### src/rtl/mult_uint11b_if.sv
// rtl/mult_uint11b_if.sv - operand/product bundle for the 11x11 unsigned multiplier.
interface mult_uint11b_if #(
  parameter int BIT_WIDTH = 11,
  parameter int OUT_WIDTH = 22
);
  logic                 in_valid;
  logic [BIT_WIDTH-1:0] in_a;
  logic [BIT_WIDTH-1:0] in_b;
  logic                 out_valid;
  logic [OUT_WIDTH-1:0] out;

  modport master (
    output in_valid,
    output in_a,
    output in_b,
    input  out_valid,
    input  out
  );

  modport slave (
    input  in_valid,
    input  in_a,
    input  in_b,
    output out_valid,
    output out
  );
endinterface

### src/rtl/mult_uint11b.sv
// rtl/mult_uint11b.sv - exact 11x11 unsigned multiplier, carry-save tree + CPA, 2-cycle latency.
// The reduction tree below is laid out for exactly 11 partial-product rows.
module mult_uint11b #(
  parameter int BIT_WIDTH = 11,
  parameter int OUT_WIDTH = 22
) (
  input  logic            clk,
  input  logic            rst_n,
  mult_uint11b_if.slave   bus
);

  typedef logic [OUT_WIDTH-1:0] row_t;

  // 3:2 compressor over whole rows; the carry out of the top bit is dropped
  // because the true product always fits in OUT_WIDTH bits.
  function automatic logic [2*OUT_WIDTH-1:0] csa(input row_t x, input row_t y, input row_t z);
    row_t s;
    row_t c;
    s = x ^ y ^ z;
    c = ((x & y) | (x & z) | (y & z)) << 1;
    return {s, c};
  endfunction

  row_t pp [BIT_WIDTH];
  row_t l1 [8];
  row_t l2 [6];
  row_t l3 [4];
  row_t l4 [3];

  row_t sum_d, sum_q;
  row_t carry_d, carry_q;
  logic s1_valid_d, s1_valid_q;
  row_t out_d, out_q;
  logic out_valid_d, out_valid_q;

  always_comb begin
    for (int j = 0; j < BIT_WIDTH; j++) begin
      pp[j] = row_t'(bus.in_a & {BIT_WIDTH{bus.in_b[j]}}) << j;
    end

    // 11 -> 8 -> 6 -> 4 -> 3 -> 2 rows
    {l1[0], l1[1]} = csa(pp[0], pp[1], pp[2]);
    {l1[2], l1[3]} = csa(pp[3], pp[4], pp[5]);
    {l1[4], l1[5]} = csa(pp[6], pp[7], pp[8]);
    l1[6] = pp[9];
    l1[7] = pp[10];

    {l2[0], l2[1]} = csa(l1[0], l1[1], l1[2]);
    {l2[2], l2[3]} = csa(l1[3], l1[4], l1[5]);
    l2[4] = l1[6];
    l2[5] = l1[7];

    {l3[0], l3[1]} = csa(l2[0], l2[1], l2[2]);
    {l3[2], l3[3]} = csa(l2[3], l2[4], l2[5]);

    {l4[0], l4[1]} = csa(l3[0], l3[1], l3[2]);
    l4[2] = l3[3];

    {sum_d, carry_d} = csa(l4[0], l4[1], l4[2]);
    s1_valid_d = bus.in_valid;

    out_d       = sum_q + carry_q;
    out_valid_d = s1_valid_q;
  end

  always_ff @(posedge clk or negedge rst_n) begin
    if (!rst_n) begin
      sum_q       <= '0;
      carry_q     <= '0;
      s1_valid_q  <= 1'b0;
      out_q       <= '0;
      out_valid_q <= 1'b0;
    end else begin
      sum_q       <= sum_d;
      carry_q     <= carry_d;
      s1_valid_q  <= s1_valid_d;
      out_q       <= out_d;
      out_valid_q <= out_valid_d;
    end
  end

  assign bus.out       = out_q;
  assign bus.out_valid = out_valid_q;

endmodule

### src/flat_wrapper.sv
// flat-port wrapper written by rule: the top's interface ports become plain ports
module mult_uint11b_flat 
#(
  parameter int BIT_WIDTH = 11,
  parameter int OUT_WIDTH = 22
)
  (clk, rst_n, bus_in_valid, bus_in_a, bus_in_b, bus_out_valid, bus_out);
  mult_uint11b_if #(.BIT_WIDTH(BIT_WIDTH), .OUT_WIDTH(OUT_WIDTH)) bus_i ();
  input  logic clk;
  input  logic rst_n;
  input wire logic [$bits(bus_i.in_valid)-1:0] bus_in_valid;
  input wire logic [$bits(bus_i.in_a)-1:0] bus_in_a;
  input wire logic [$bits(bus_i.in_b)-1:0] bus_in_b;
  output wire logic [$bits(bus_i.out_valid)-1:0] bus_out_valid;
  output wire logic [$bits(bus_i.out)-1:0] bus_out;
  assign bus_i.in_valid = bus_in_valid;
  assign bus_i.in_a = bus_in_a;
  assign bus_i.in_b = bus_in_b;
  assign bus_out_valid = bus_i.out_valid;
  assign bus_out = bus_i.out;
  mult_uint11b #(.BIT_WIDTH(BIT_WIDTH), .OUT_WIDTH(OUT_WIDTH)) u_core (.clk(clk), .rst_n(rst_n), .bus(bus_i));
endmodule
### config.mk
export PLATFORM = sky130hd
export DESIGN_NAME = mult_uint11b_flat
export DESIGN_NICKNAME = d
export VERILOG_FILES = /design/src/rtl/mult_uint11b_if.sv /design/src/rtl/mult_uint11b.sv /design/src/flat_wrapper.sv
export SDC_FILE = /design/constraint.sdc
export NUM_CORES = 1
export LEC_CHECK = 0
export CAP_MARGIN = 0
export CORE_MARGIN = 4
export CORE_UTILIZATION = 59
export CTS_CLUSTER_DIAMETER = 60
export DETAILED_ROUTE_END_ITERATION = 12
export PLACE_DENSITY = 0.85
export SETUP_SLACK_MARGIN = 0.02
export SLEW_MARGIN = 15
export SYNTH_ARGS = -nofsm -noshare
export SYNTH_HDL_FRONTEND = slang
export SYNTH_SLANG_ARGS = --single-unit
### constraint.sdc
create_clock -name clk -period 2.47 [get_ports clk]
set_input_delay 0.741 -clock clk [delete_from_list [all_inputs] [get_ports clk]]
set_output_delay 0.741 -clock clk [all_outputs]
set_load 0.01 [all_outputs]
=== Word-level counts from Yosys, hierarchy flattened ===
Cells that the tools add are included.

* Add/subtract/negate cells: 1
* Bitwise operators: 74

{| class="wikitable"
|+ Operators by type and width
! operator !! number
|-
| $and 21x21->21 || 27
|-
| $or 21x21->21 || 18
|-
| $xor 22x22->22 || 13
|-
| $and 11x11->11 || 11
|-
| $add 22x22->22 || 1
|-
| $xor 22x13->22 || 1
|-
| $xor 22x16->22 || 1
|-
| $xor 22x19->22 || 1
|-
| $xor 22x20->22 || 1
|-
| $xor 22x21->22 || 1
|}

* Flip-flop bits (word level): 67
* Word-level logic and storage cells: 80
* Output and inout port bits: 23
* Bits of input ports: 25

=== Logic depth before layout (Yosys ltp) ===
Gate-level depths: netlist (run 1).

* Depth after elaboration: 16
* Depth in mapped cells: 11
* Mapped depth without buffers: 10

=== Worst setup path before layout (run 1) ===
OpenSTA, ideal clock, no wires.

* Kind: in2reg
* Start: input port bus_in_a[4]
* End: register u_core.sum_q[12]
* Path buffers: 1
* Cell stages on the path: 9
* Arrival time: 3.544 ns
* Setup time: 0.135 ns
* Required time: 2.335 ns
* Path slack: -1.210 ns
* Cell sequence: clkbuf_1 and2_1 fa_1 fa_1 inv_1 fa_1 fa_1 inv_1 fa_1

* Longest elaborated chain between the ends: 14
* Elaborated cells on any way between the ends: 48
* Those cells by class: bitwise: 48

{| class="wikitable"
|+ Ends and longest elaborated chain
! item !! line !! source
|-
| start, declared || flat_wrapper.sv:12 || <nowiki>input wire logic [$bits(bus_i.in_a)-1:0] bus_in_a;</nowiki>
|-
| $and 11x11->11 || mult_uint11b.sv:38 || <nowiki>pp[j] = row_t'(bus.in_a & {BIT_WIDTH{bus.in_b[j]}}) << j;</nowiki>
|-
| $and 21x21->21 || mult_uint11b.sv:20 || <nowiki>c = ((x & y) | (x & z) | (y & z)) << 1;</nowiki>
|-
| $or 21x21->21 (2 in a row) || mult_uint11b.sv:20 ||
|-
| $xor 22x22->22 / $and 21x21->21 (equally long branches) || mult_uint11b.sv:19, mult_uint11b.sv:20 ||
|-
| $xor 22x22->22 / $or 21x21->21 (equally long branches) || mult_uint11b.sv:19, mult_uint11b.sv:20 ||
|-
| $and 21x21->21 / $or 21x21->21 (equally long branches) || mult_uint11b.sv:20 ||
|-
| $or 21x21->21 / $xor 22x20->22 (equally long branches) || mult_uint11b.sv:20, mult_uint11b.sv:19 ||
|-
| $or 21x21->21 / $xor 22x21->22 (equally long branches) || mult_uint11b.sv:20, mult_uint11b.sv:19 ||
|-
| $and 21x21->21 || mult_uint11b.sv:20 ||
|-
| $or 21x21->21 (2 in a row) || mult_uint11b.sv:20 ||
|-
| $xor 22x22->22 || mult_uint11b.sv:19 || <nowiki>s = x ^ y ^ z;</nowiki>
|-
| $xor 22x22->22 * || mult_uint11b.sv:19 ||
|-
| net u_core.sum_d[12] || mult_uint11b.sv:30 || <nowiki>row_t sum_d, sum_q;</nowiki>
|-
| end signal, assigned || mult_uint11b.sv:74 || <nowiki>sum_q <= sum_d;</nowiki>
|-
| end, declared || mult_uint11b.sv:30 ||
|}

The timed path passes the listed nets; every way through them passes the cells marked *.

=== Worst setup path in the final report (run 1) ===
* Start: input port bus_in_a[6]
* End: register u_core.sum_q[11]

* Longest elaborated chain between the ends: 15
* Elaborated cells on any way between the ends: 49
* Those cells by class: bitwise: 49

{| class="wikitable"
|+ Ends and longest elaborated chain
! item !! line
|-
| $and 11x11->11 || mult_uint11b.sv:38
|-
| $and 21x21->21 || mult_uint11b.sv:20
|-
| $or 21x21->21 (2 in a row) || mult_uint11b.sv:20
|-
| $and 21x21->21 || mult_uint11b.sv:20
|-
| $or 21x21->21 (2 in a row) || mult_uint11b.sv:20
|-
| $and 21x21->21 || mult_uint11b.sv:20
|-
| $or 21x21->21 (2 in a row) || mult_uint11b.sv:20
|-
| $and 21x21->21 || mult_uint11b.sv:20
|-
| $or 21x21->21 (2 in a row) || mult_uint11b.sv:20
|-
| $xor 22x22->22 * (2 in a row) || mult_uint11b.sv:19
|-
| net u_core.sum_d[11] || mult_uint11b.sv:30
|}

Marks and branches as above.

==> impl_metrics.toml, run 1 <==
[outcome]
status = "complete, but fails checks"
violations = "setup timing"

[timing]
max_freq_mhz = 291
hold_viol_final = 0
period_minus_slack_ns = 3.44
rsz0062_at_grt = "yes"
final_max_slew_viol_count = 0
fin_crit_sh = 1.39
finalSetupViolations = 31
postLayoutSetupSlackWorst_ns = -0.968
slew_headroom = 0.519
setup_tns_ns = -20.71
skew_ns = 0.00568
worst_pin_slew_ns = 0.722

[cts]
cts_hold_buf = 0
clkTransAtPathRegs_ns = 0.06
cts_sinks = 61
clockBufferDepth = 2
cts_tree = "built"
cts_root_buf = "clkbuf_8"
cts_made_buffers = 9
htree_levels = 3
insertion_delay_ns = 0.34

[worst_setup_path]
ff2ff_setup_slack_ns = 0.24
cp_cell_sequence = "buf_12 > and2_4 > fa_2 > inv_2 > fa_1 > fa_2 > fa_1 > inv_2 > fa_2"
cp-end-kind = "flop"
crit_type = "in2reg"
worstPathArrival_ns = 3.71
setup.worst_path.start = "bus_in_a[6]"
cp_data_required_time_ns = 2.75
worstPathBufferInverterCount = 3
cpMostUsedCell = "fa_2"
cp_max_fo = 8
crit_slowest_cell = "fa_2"
critical_path.endpoint = "u_core.sum_q[11]"
startpoint_type = "input port"
crit_path_max_incr_delay_ns = 0.57
cp.depth = 9
worstReg2RegEnd = "u_core.bus.out[20]"
crit_family = "adder cells"
worst_r2r_path_depth = 8
rr_startpoint = "u_core.sum_q[6]"

[synthesis]
syn_nets = 644
ys_seq_area_frac = 0.285
synthCells = 491
synth_top_area_share = 0.318
avgSynthCellArea_sq_um = 10.9
ys_top_cells_by_area = "fa_1, dfrtp_1, ha_1, and2_1, inv_1"
synth_edf_count = 0
synth_cell_types = 39
yosysWarnings = 0
yosysTopAreaCell = "fa_1"
syn_area_sq_um = 5350
synthFlopType = "dfrtp_1"
async_reset_ff_frac = 1.00
synth_seq_cells = 61

[hold_path]
hp-class = "reg2reg"

[floorplanning]
row_count = 34
initial_utilization = 0.610
chipHeight_microns = 103
die_w_microns = 103
die_area_sq_um = 10700
core-area_sq_um = 8760
io_pins = 48

[route]
via_per_inst = 5.84
route.detailed.drc = 0
first_pass_iters = 5
antenna_left = 0
drt_iter0_drc = 278
wirelength_microns = 15400
wl_per_cell_microns = 22.2
vias = 4049

[global_routing]
gr-total-overflow = 0
grt_util_met2 = 0.485
grt_pass1_vias = 4431
grt_pass1_wl_microns = 21700
antenna_found_initial = 0
grt_start_max_net_pins = 62
grt.busiest_layer = "met2"
use_met1 = 0.321
grtUsageTotal = 0.271
grt_util_met3 = 0.0523

[place]
portBuffers = 47
preCtsSetupSlack_ns = -1.81
dpl_cell_area_sq_um = 6290
dpl.hpwl_microns = 8720
gp_congestion = 0.878
place_inst = 656

[finish]
num_antenna_cells = 0
post-route-cell-area_sq_um = 7200
fin_util = 0.822
stdcell_count = 693
areaGrowthSynthToFinish_pct = 34.7
layout.nets = 734
drive_gt1_frac = 0.412

[power]
p_per_area_nw_per_um2 = 874
p_leak_nw = 3.38
ir_worst_vdd_mv = 0.506

[flow_run]
max_cap_viol_count = 0
## stage by stage
step           hold slack [ns]  power [mW]
2_1_floorplan            0.331        3.55
3_3_place_gp             0.333        4.26
3_5_place_dp             0.335        4.48
4_1_cts                  0.349        5.92
5_1_grt                  0.355        6.68
6_report                 0.350        6.30
## cells by family (layout without fill, tap and decap cells)
| logic type | Yosys count | after routing | synth area share |
|---|---|---|---|
| buffers and inverters | 97 | 191 | 0.0683 |
| XOR/XNOR | 9 | 9 | 0.0147 |
| AO/OA/AOI/OAI | 37 | 37 | 0.0489 |
| adder cells (fa/ha/maj) | 128 | 128 | 0.419 |
| AND/OR/NAND/NOR | 158 | 158 | 0.162 |
| multiplexers | 1 | 1 | 0.00187 |
| flip-flops | 61 | 61 | 0.285 |
## how the worst min path moves through the flow
stage                          startpoint           endpoint  slack [ns]  cells after the start
after global routing      u_core.sum_q[1]  u_core.bus.out[1]        0.35                      0
after CTS                 u_core.sum_q[5]  u_core.bus.out[5]        0.35                      0
after global placement    u_core.sum_q[0]  u_core.bus.out[0]        0.33                      0
after floorplan           u_core.sum_q[0]  u_core.bus.out[0]        0.33                      0
after detailed placement  u_core.sum_q[5]  u_core.bus.out[5]        0.33                      0
final                     u_core.sum_q[5]  u_core.bus.out[5]        0.35                      0
## cells in the final DEF, fill, tap and decap left out, types with 5 or more instances in the layout
cell             instances
a21o_1                   5
a21oi_1                  9
and2_1                  41
and2_4                  41
buf_12                   8
buf_2                    5
buf_4                   31
buf_6                   21
buf_8                    9
clkbuf_8                11
clkdlybuf4s50_1         26
dfrtp_1                 61
fa_1                    43
fa_2                    42
ha_1                    26
ha_4                    16
inv_1                   43
inv_2                   31
nand2_1                 32
nand2_2                  6
nand2_4                  7
nand3_1                  5
nor2_1                   7
nor3_1                   6
xnor2_1                  7
## Yosys cell counts (2+ instances only)
library cell,number
xnor2_1,7
nor3_1,6
and2_1,82
o211ai_1,3
a211oi_1,2
or4_1,2
nor2_1,7
a21oi_2,3
fa_1,85
a21o_1,5
a21oi_1,9
o21ai_0,3
nand3_1,5
ha_1,43
inv_1,74
nand2_1,45
a31oi_1,2
clkbuf_1,22
o2111ai_1,2
dfrtp_1,61
xor2_1,2
nor2b_1,2
o21a_1,3
## worst register-to-register path: cells and delay by family (launching register included)
kind                       cells  cell delay [ns]
AOI/OAI and AO/OA              3             0.76
DFF                            1             0.34
buffers and inverters          1             0.08
and+or+nand+nor                2             0.32
adders and majority gates      2             0.62
## cell type report
cell class              count  area, sq um
multi-input cells         333         3930
inverters                  74          278
clock buffers              11          151
clock inverters             4         95.1
fillers                   432         1560
flip-flops and latches     61         1530
well taps                 108          135
repair buffers            102         1080
## flip-flops by register name (all words and copies together), names as in the netlist
| name | cells |
|---|---|
| u_core.carry_q | 16 |
| u_core.out_valid_d | 1 |
| u_core.bus.out_valid | 1 |
| u_core.bus.out | 22 |
| u_core.sum_q | 21 |
## metal layers
layer | up-vias | routed length [microns]
met3 | 92 | 887
met2 | 234 | 7730
met5 | - | 0
li1 | 1687 | -
met4 | 0 | 1140
met1 | 2036 | 5640
## repair_timing
| action | in CTS | in global routing |
|---|---|---|
| setup buffers | 18 | 9 |
| gates cloned | 0 | 1 |
| pin swaps | 71 | 40 |
| resized for setup | 229 | 34 |
| endpoints found under the setup margin | 34 | 32 |
## where the power goes
group | internal (mW) | leakage, nW | switching, mW
sequential | 1.40 | 0.746 | 0.126
clock | 0.718 | 0.125 | 0.382
combinational | 1.75 | 2.51 | 1.93
(Power assumes the default switching activity.)
==> run 2, diff against run 1 <==
Settings changed: CORE_UTILIZATION 59 to 30, PLACE_DENSITY 0.85 to 0.51.
==> run 2 against run 1 <==
Compared with the run above: the run still ends with setup timing left; clock skew grew 0.0025 ns; wire length fell by 26%; fmax down 0.34%; die area is 88% higher; worst setup slack worse by 0.012 ns; utilization fell by 40 points; cell area up 2.1%; worst hold slack got worse by 0.0042 ns; flip-flop and latch count unchanged; sequential share of layout area decreased by 0.44 points; register-to-register slack improved by 0.12 ns; critical path type unchanged; largest cell class unchanged.
==> impl_metrics.toml, run 2 (synthesis gave the netlist of run 1 again) <==
[timing]
finalSetupViolations = 31
worst_pin_slew_ns = 0.398
postLayoutSetupSlackWorst_ns = -0.980
skew_ns = 0.00819
slew_headroom = 0.728
setup_tns_ns = -19.72
max_freq_mhz = 290
final_max_slew_viol_count = 0
rsz0062_at_grt = "yes"
hold_viol_final = 0
fin_crit_sh = 1.40
period_minus_slack_ns = 3.45

[place]
dpl.hpwl_microns = 9100
gp_congestion = 0.851
portBuffers = 47

[power]
p_per_area_nw_per_um2 = 827
ir_worst_vdd_mv = 0.390
p_leak_nw = 3.38

[cts]
clockBufferDepth = 2
cts_tree = "built"
clkTransAtPathRegs_ns = 0.05
cts_sinks = 61
insertion_delay_ns = 0.33
cts_root_buf = "clkbuf_16"
cts_made_buffers = 9
htree_levels = 3

[worst_setup_path]
worstReg2RegEnd = "u_core.bus.out[20]"
cp-end-kind = "flop"
worstPathArrival_ns = 3.72
worst_r2r_path_depth = 8
crit_path_max_incr_delay_ns = 0.56
cp.depth = 10
cp_cell_sequence = "buf_8 > buf_6 > and2_4 > fa_2 > inv_2 > fa_2 > fa_2 > fa_1 > inv_2 > fa_2"
crit_family = "adder cells"
ff2ff_setup_slack_ns = 0.36
rr_startpoint = "u_core.carry_q[6]"
crit_slowest_cell = "fa_2"
cp_max_fo = 5
cp_data_required_time_ns = 2.74
worstPathBufferInverterCount = 4
startpoint_type = "input port"
crit_type = "in2reg"
cpMostUsedCell = "fa_2"

[route]
wl_per_cell_microns = 14.0
drt_iter0_drc = 156
first_pass_iters = 4
route.detailed.drc = 0
via_per_inst = 4.35
wirelength_microns = 11400
antenna_left = 0
vias = 3542

[floorplanning]
die_area_sq_um = 20000
core-area_sq_um = 17400
chipHeight_microns = 142
row_count = 48
io_pins = 48
initial_utilization = 0.308
die_w_microns = 142

[flow_run]
max_cap_viol_count = 0

[outcome]
violations = "setup timing"
status = "complete, but fails checks"

[hold_path]
min_from = "u_core.sum_q[3]"
hp-class = "reg2reg"
hold_depth = 0
holdPathEnd = "u_core.bus.out[3]"

[finish]
num_antenna_cells = 0
final_cell_mix = "dfrtp_1, and2_1, inv_1"
areaGrowthSynthToFinish_pct = 37.6
fin_util = 0.424
layout.nets = 739
largest_reg_flops = 22
layout_commonest_cell = "dfrtp_1"
drive_gt1_frac = 0.398

[global_routing]
grt_pass1_vias = 4003
grt_start_max_net_pins = 62
grtUsageTotal = 0.123
antenna_found_initial = 0
grt_pass1_wl_microns = 19700
gr-total-overflow = 0
==> run 2: area by class of cell <==
| class | count | area, sq um |
|---|---|---|
| flip-flops and latches | 61 | 1530 |
| fillers | 1607 | 10000 |
| inverters | 74 | 278 |
| clock inverters | 4 | 72.6 |
| clock buffers | 11 | 243 |
| well taps | 225 | 282 |
| repair buffers | 107 | 1070 |
| multi-input cells | 333 | 3880 |
==> run 2: layer usage <==
| metal | routed length [microns] | vias to the layer above | GRT usage |
|---|---|---|---|
| li1 | - | 1696 | - |
| met4 | 119 | 0 | 0.0364 |
| met3 | 366 | 7 | 0.0216 |
| met5 | 0 | - | 0 |
| met1 | 5370 | 1783 | 0.166 |
| met2 | 5530 | 56 | 0.203 |
==> run 2: worst max-delay path by stage <==
| stage | startpoint | to | slack [ns] |
|---|---|---|---|
| floorplan | bus_in_b[6] | u_core.sum_q[13] | -1.16 |
| global placement | bus_in_a[5] | u_core.sum_q[10] | -1.83 |
| detailed placement | bus_in_a[5] | u_core.sum_q[10] | -1.86 |
| CTS | bus_in_b[8] | u_core.sum_q[11] | -1.0 |
| global route | bus_in_b[5] | u_core.sum_q[12] | -1.03 |
| finish | bus_in_b[5] | u_core.sum_q[12] | -0.98 |
==> run 2: per-stage QoR <==
step                std cells  hold WS (ns)  power [mW]  setup slack, ns  instance area, sq um
floorplan                 491         0.331        3.55            -1.16                  5750
global placement          780         0.333        4.41            -1.83                  6500
detailed placement        780         0.335        4.48            -1.86                  6500
CTS                       806         0.347        6.08           -0.998                  7160
global route              815         0.347        6.69            -1.03                  7360
finish                    815         0.345        6.09           -0.980                  7360
==> run 2: power breakdown <==
group,total (mW),internal [mW],leakage (nW),switching (mW)
registers,1.51,1.40,0.746,0.105
logic,3.27,1.60,2.49,1.66
clock network,1.31,0.901,0.152,0.411
total,6.09,3.91,3.38,2.18
==> run 2: timing repair <==
action                                 4_1_cts  5_1_grt
resized for setup                          191       47
hold buffers                                 0        0
pin swaps                                   55       45
gates cloned                                 1        0
setup endpoints to repair                   34       31
buffers inserted                            10       12
endpoints found under the hold margin        0        0
